$ cat src/rtl/display_refresh_ctrl.sv
// -----------------------------------------------------------------------------
// display_refresh_ctrl
// Two-digit seven-segment refresh controller. A prescaler divides clk down to
// a refresh step. A 5-bit refresh counter walks both digit slots, and count[4]
// selects digit0. The anodes are driven active-low in the middle of each slot,
// with GUARD blanking steps at either end of the slot. A one-entry pending
// buffer takes new display values. A new value becomes the displayed char only
// when the counter wraps, so a frame never shows a half-updated value.
// -----------------------------------------------------------------------------
module display_refresh_ctrl #(
    parameter int unsigned DIV   = 16,  // clk cycles per refresh step (2..65535)
    parameter int unsigned GUARD = 2    // blanking steps at each slot end (0..7)
) (
    input  logic       clk,
    input  logic       resetn,
    input  logic [7:0] in_char,
    input  logic       in_valid,
    output logic       in_ready,
    output logic [7:0] char,
    output logic [4:0] count,
    output logic       an0,
    output logic       an1,
    output logic       frame_tick
);

    localparam logic [15:0] PRESC_LAST = 16'(DIV - 1);

    // A slot position lights its digit only between the two guard bands.
    // Signed arithmetic keeps the upper bound meaningful for any GUARD: with
    // GUARD >= 8 the window is empty and the display stays blank.
    function automatic logic slot_active(input logic [3:0] pos);
        int p;
        p = int'(pos);
        return (p >= int'(GUARD)) && (p <= 15 - int'(GUARD));
    endfunction

    logic [15:0] presc_q, presc_d;
    logic [4:0]  count_q, count_d;
    logic        an0_q, an0_d;
    logic        an1_q, an1_d;
    logic        tick_q, tick_d;
    logic [7:0]  char_q, char_d;
    logic [7:0]  pend_data_q, pend_data_d;
    logic        pend_valid_q, pend_valid_d;

    logic        step;
    logic        wrap;
    logic        accept;

    // Refresh timing: prescaler, counter step, wrap detect and next anode state.
    always_comb begin
        // NOTE: every signal this block drives gets a default value first.
        // Without the default, a path that skips an assignment would infer a latch.
        step    = 1'b0;
        wrap    = 1'b0;
        presc_d = presc_q + 16'd1;
        count_d = count_q;
        if (presc_q == PRESC_LAST) begin
            step    = 1'b1;
            presc_d = '0;
            count_d = count_q + 5'd1;
            wrap    = (count_q == 5'd31);
        end
        // The anodes are decoded from the next count, so once registered they
        // change on the same edge as the count value they belong to.
        an0_d  = ~(count_d[4] & slot_active(count_d[3:0]));
        an1_d  = ~(~count_d[4] & slot_active(count_d[3:0]));
        tick_d = wrap;
    end

    // Pending buffer and displayed value: accept when empty, publish on wrap.
    always_comb begin
        accept       = in_valid & ~pend_valid_q;
        char_d       = char_q;
        pend_data_d  = pend_data_q;
        pend_valid_d = pend_valid_q;
        if (wrap && pend_valid_q) begin
            char_d       = pend_data_q;
            pend_valid_d = 1'b0;
        end
        // An accept can only happen while the buffer was empty. On a wrap in
        // that same cycle there is nothing to publish, so the new value waits
        // for the next wrap.
        if (accept) begin
            pend_data_d  = in_char;
            pend_valid_d = 1'b1;
        end
    end

    // State registers, asynchronously cleared to the blank/idle state.
    always_ff @(posedge clk or negedge resetn) begin
        // NOTE: sequential state uses non-blocking assignments. All flops then
        // sample their _d values together and no update order is implied.
        if (!resetn) begin
            presc_q      <= '0;
            count_q      <= '0;
            an0_q        <= 1'b1;
            an1_q        <= 1'b1;
            tick_q       <= 1'b0;
            char_q       <= 8'h00;
            pend_data_q  <= 8'h00;
            pend_valid_q <= 1'b0;
        end else begin
            presc_q      <= presc_d;
            count_q      <= count_d;
            an0_q        <= an0_d;
            an1_q        <= an1_d;
            tick_q       <= tick_d;
            char_q       <= char_d;
            pend_data_q  <= pend_data_d;
            pend_valid_q <= pend_valid_d;
        end
    end

    // in_ready is the only output with a combinational term. It depends on
    // local state and not on the in_* inputs. It reads 1 while in reset.
    assign in_ready   = ~pend_valid_q;
    assign char       = char_q;
    assign count      = count_q;
    assign an0        = an0_q;
    assign an1        = an1_q;
    assign frame_tick = tick_q;

endmodule

$ cat config.mk
export PLATFORM = sky130hd
export DESIGN_NAME = display_refresh_ctrl
export DESIGN_NICKNAME = d
export VERILOG_FILES = /design/src/rtl/display_refresh_ctrl.sv
export SDC_FILE = /design/constraint.sdc
export NUM_CORES = 1
export LEC_CHECK = 0
export BUFFER_PORTS_ARGS = -buffer_cell sky130_fd_sc_hd__buf_2
export CORE_MARGIN = 2
export CORE_UTILIZATION = 40
export CTS_BUF_LIST = sky130_fd_sc_hd__clkbuf_8
export DETAILED_ROUTE_END_ITERATION = 8
export PLACE_DENSITY = 0.69
export SLEW_MARGIN = 20
export SYNTH_ARGS = -nofsm -noshare
export SYNTH_HDL_FRONTEND = slang
export SYNTH_SLANG_ARGS = --single-unit
$ cat constraint.sdc
create_clock -name clk -period 1.95 [get_ports clk]
set_input_delay 0.0975 -clock clk [delete_from_list [all_inputs] [get_ports clk]]
set_output_delay 0.0975 -clock clk [all_outputs]
set_load 0.01 [all_outputs]
==> summary.txt <==
STATUS
----------------------------------------------------------------------------------------
Run status                                                                     completed

TIMING
----------------------------------------------------------------------------------------
Worst hold margin                                                              0.0332 ns
Final critical-path required period                                              1.81 ns
Max Slew Vio Count                                                                     0
Final Hold Violating Endpoints                                                         0
Measured slew at the worst slew-check pin                                       0.382 ns
Setup slack after layout                                                        0.142 ns
Worst slew margin                                                                  74.3%
Maximum frequency from static timing analysis                                  0.553 GHz
Count of endpoints failing setup in the final report                                   0
Setup Total Neg Slack                                                               0 ns
Post-route fraction of the period consumed by the critical path                    92.7%
Worst clock skew                                                              0.00409 ns

CLOCK TREE
----------------------------------------------------------------------------------------
Clock latency reported for the late side of the worst-skew pair                  0.29 ns
Cts bufs inserted                                                                      5
Buffers from clock root to sink, at most                                               2
TritonCTS clock tree                                                                 yes
CTS Root Buffer Type                                                        sky130_fd_sc_hd__clkbuf_8
Number of levels the H-tree was split into                                             2
TritonCTS Sinks                                                                       41
CTS clock-pin slew for the worst setup and hold paths                            0.07 ns

LAYOUT
----------------------------------------------------------------------------------------
Area growth from synthesis to final layout                                         24.5%
Area of the multi-input gates                                                    825 um2
Leading cell type in the layout, fill and taps excluded                     sky130_fd_sc_hd__dfrtp_1
NumNets Final                                                                        214
Diode count                                                                            0
Share of layout cells above drive strength 1                                       40.5%
Fin util                                                                           52.4%
Highest-count cells in the layout ignoring fill and taps                    sky130_fd_sc_hd__dfrtp_1 (37), sky130_fd_sc_hd__buf_2 (27), sky130_fd_sc_hd__mux2_2 (16)
Register area                                                                   1030 um2
Fillers                                                                              396
Final instance area                                                             2310 um2

SETUP PATH
----------------------------------------------------------------------------------------
Critical path's largest stage delay                                              0.43 ns
Cell type group with the largest total delay on the critical path           simple AND/OR/NAND/NOR gates
Worst path buffer plus inverter count                                                  1
Crit path cell chain                                                        nor4_4 -> nand4b_4 -> buf_4 -> nor4_2 -> a31oi_1 -> o311ai_1 -> nand3_1
Launching element type of the critical path                                     register
Crit. End Element                                                               register
Type of the worst setup path                                                     reg2reg
Req. time, crit path                                                             2.16 ns
Standard cell with the maximum stage delay on the critical path             sky130_fd_sc_hd__dfrtp_1
Data arrival time of the worst path                                              2.02 ns
Reg-to-reg setup timing slack                                                    0.14 ns
Largest fanout on the critical path                                                   11

PLACEMENT
----------------------------------------------------------------------------------------
Total half-perimeter wirelength after legalization and detailed placement        2400 um
Worst Setup Slack post-DPL                                                     0.0783 ns
Post-placement cell area                                                        2160 um2
Number of port buffers                                                                27
Gp weighted congestion                                                             0.782

PWR
----------------------------------------------------------------------------------------
Power density over the cells                                                  681 nW/um2
Switching share of power                                                           19.6%
Clock Power Share                                                                  41.2%
Leakage power of the design                                                      1.14 nW
Largest voltage drop on the vdd net                                             0.430 mV
Combinational Power Share                                                           3.1%
Internal power summed over all cells                                           0.00127 W
Power spent charging and discharging nets                                     0.000309 W
Sequential fraction of design power                                                55.7%

GRT
----------------------------------------------------------------------------------------
Antenna violations before repair                                                       0
Grt total ovfl                                                                         0
Tot GR Track Use                                                                   14.9%
Via count of the first global-routing pass                                          1358
Pin count of the biggest net entering global routing                                  16
Wire length of the first global-routing pass                                     5950 um

SYNTHESIS
----------------------------------------------------------------------------------------
Synth Register Bits                                                                   41
Post-Synthesis Cells                                                                 153
Ys Warns                                                                               0
Distinct cells, synth                                                                 38
Mean instance size in the synthesized netlist                                   12.1 um2
Number of nets in the synthesized netlist                                            167
Cell area after technology mapping                                              1860 um2
Share of the yosys chip area belonging to registers                                55.4%

JOB
----------------------------------------------------------------------------------------
Number of max-capacitance violations reported                                          0

HOLD PATH
----------------------------------------------------------------------------------------
Classification of the worst-slack hold path                                       in2reg

ROUTE
----------------------------------------------------------------------------------------
Drt first pass iters                                                                   4
Total routed wirelength                                                          3360 um
Drt wl/cell                                                                      13.3 um
Number of design rule violations left after detail routing                             0
Vias per cell                                                                       5.07
Number of vias after detailed routing                                               1278
Number of nets still failing antenna checks after routing                              0
Number of DRC markers after the initial detailed-route iteration                      37

FLOORPLANNING
----------------------------------------------------------------------------------------
Floorplan die height                                                             72.2 um
Initial cell density of the core                                                   42.1%
Row cnt                                                                               24
Number of top-level pins                                                              28
Core region area                                                                4410 um2
Die area                                                                        5210 um2
Width of the chip                                                                72.2 um

-- cell usage after synthesis --
library cell / count / area share, %
sky130_fd_sc_hd__nand3_1: 6 / 1.6
sky130_fd_sc_hd__or3_4: 1 / 0.61
sky130_fd_sc_hd__xor2_1: 5 / 2.4
sky130_fd_sc_hd__a31oi_1: 1 / 0.34
sky130_fd_sc_hd__inv_1: 3 / 0.61
sky130_fd_sc_hd__nor3_4: 1 / 0.88
sky130_fd_sc_hd__nor2b_1: 2 / 0.67
sky130_fd_sc_hd__a21oi_1: 1 / 0.27
sky130_fd_sc_hd__or4_1: 1 / 0.40
sky130_fd_sc_hd__nand4_1: 3 / 1.0
sky130_fd_sc_hd__o21ai_0: 1 / 0.27
sky130_fd_sc_hd__and2_1: 3 / 1.0
sky130_fd_sc_hd__and2_2: 1 / 0.40
sky130_fd_sc_hd__nor4_2: 3 / 2.0
sky130_fd_sc_hd__nand4b_1: 1 / 0.47
sky130_fd_sc_hd__and3_1: 5 / 1.7
sky130_fd_sc_hd__buf_6: 1 / 0.61
sky130_fd_sc_hd__mux2_2: 16 / 9.7
sky130_fd_sc_hd__nand3b_1: 1 / 0.40
sky130_fd_sc_hd__o211ai_1: 1 / 0.40
sky130_fd_sc_hd__nand2_1: 14 / 2.8
sky130_fd_sc_hd__o311ai_1: 1 / 0.47
sky130_fd_sc_hd__nand3_2: 1 / 0.54
sky130_fd_sc_hd__xnor2_2: 1 / 0.88
sky130_fd_sc_hd__nor3_1: 2 / 0.54
sky130_fd_sc_hd__nor4_1: 2 / 0.67
sky130_fd_sc_hd__nor2_1: 12 / 2.4
sky130_fd_sc_hd__nand4b_2: 1 / 0.81
sky130_fd_sc_hd__nor3b_1: 1 / 0.40
sky130_fd_sc_hd__dfstp_2: 2 / 2.8
sky130_fd_sc_hd__xnor2_1: 11 / 5.2
sky130_fd_sc_hd__ha_1: 3 / 2.0
sky130_fd_sc_hd__clkbuf_1: 2 / 0.40
sky130_fd_sc_hd__dfrtp_1: 39 / 53
sky130_fd_sc_hd__or3_1: 1 / 0.34
sky130_fd_sc_hd__a32oi_1: 1 / 0.47
sky130_fd_sc_hd__buf_4: 1 / 0.40
sky130_fd_sc_hd__nor3_2: 1 / 0.54
-- worst reg2reg max path: cells and delay by family, from the launching register on --
kind | cells | cell delay [ns]
AOI/OAI and AO/OA | 2 | 0.18
buffers and inverters | 1 | 0.21
DFF | 1 | 0.43
and+or+nand+nor | 4 | 0.92
-- metrics by stage --
stage	std cells	power [W]
detailed placement	243	0.000944
finish	252	0.00158
CTS	251	0.00160
floorplan	153	0.000909
global placement	243	0.000941
global route	252	0.00164
-- final cells by class --
| class | count | share of cell area [%] |
|---|---|---|
| flip-flops and latches | 41 | 44.6 |
| clock inverters | 2 | 1.51 |
| inverters | 3 | 0.487 |
| multi-input cells | 105 | 35.6 |
| well taps | 52 | 2.81 |
| clock buffers | 5 | 2.97 |
| repair buffers | 44 | 12.0 |
-- what timing repair did --
item | in CTS | in global routing
hold endpoints to repair | 11 | 0
gates resized for setup | 0 | 4
setup buffers | 0 | 1
hold buffers | 1 | 0
setup endpoints to repair | 0 | 9
-- cell families (layout without fill, tap and decap cells) --
family | Yosys count | after routing | share of synthesized area, %
mux | 16 | 16 | 9.70
flops | 41 | 41 | 55.4
compound gates | 6 | 6 | 2.22
xor+xnor | 17 | 17 | 8.42
fa+ha+maj | 3 | 3 | 2.02
buf+inv | 7 | 54 | 2.02
simple gates | 63 | 63 | 20.3
-- flip-flops by register name, indices dropped and copies added (netlist names) --
register,count
count,5
presc_q,16
pend_data_q,8
an1,1
pend_valid_q,1
an0,1
char,8
frame_tick,1
-- power by group through the flow --
stage | Clock, W | Combinational [W] | Sequential, W
after floorplan | 0 | 0.0000171 | 0.000892
after global placement | 0 | 0.0000478 | 0.000894
after detailed placement | 0 | 0.0000495 | 0.000894
after CTS | 0.000674 | 0.0000510 | 0.000878
after global routing | 0.000706 | 0.0000566 | 0.000880
final | 0.000648 | 0.0000487 | 0.000878
-- final timing paths --
path	from	endpoint	cells past startpoint
max	presc_q[10]	an0	7
min	in_char[7]	pend_data_q[7]	2
max reg2reg	presc_q[10]	an0	7
min reg2reg	char[7]	char[7]	1
max in group asynchronous	resetn	count[1]	3
min in group asynchronous	resetn	char[1]	2
-- routing by layer --
metal	track usage, %	vias up	routed length (um)
met3	4.03	5	168
li1	-	620	-
met2	23.9	29	1580
met5	0	-	0
met1	18.4	624	1540
met4	7.76	0	65
(Power assumes the default switching activity.)
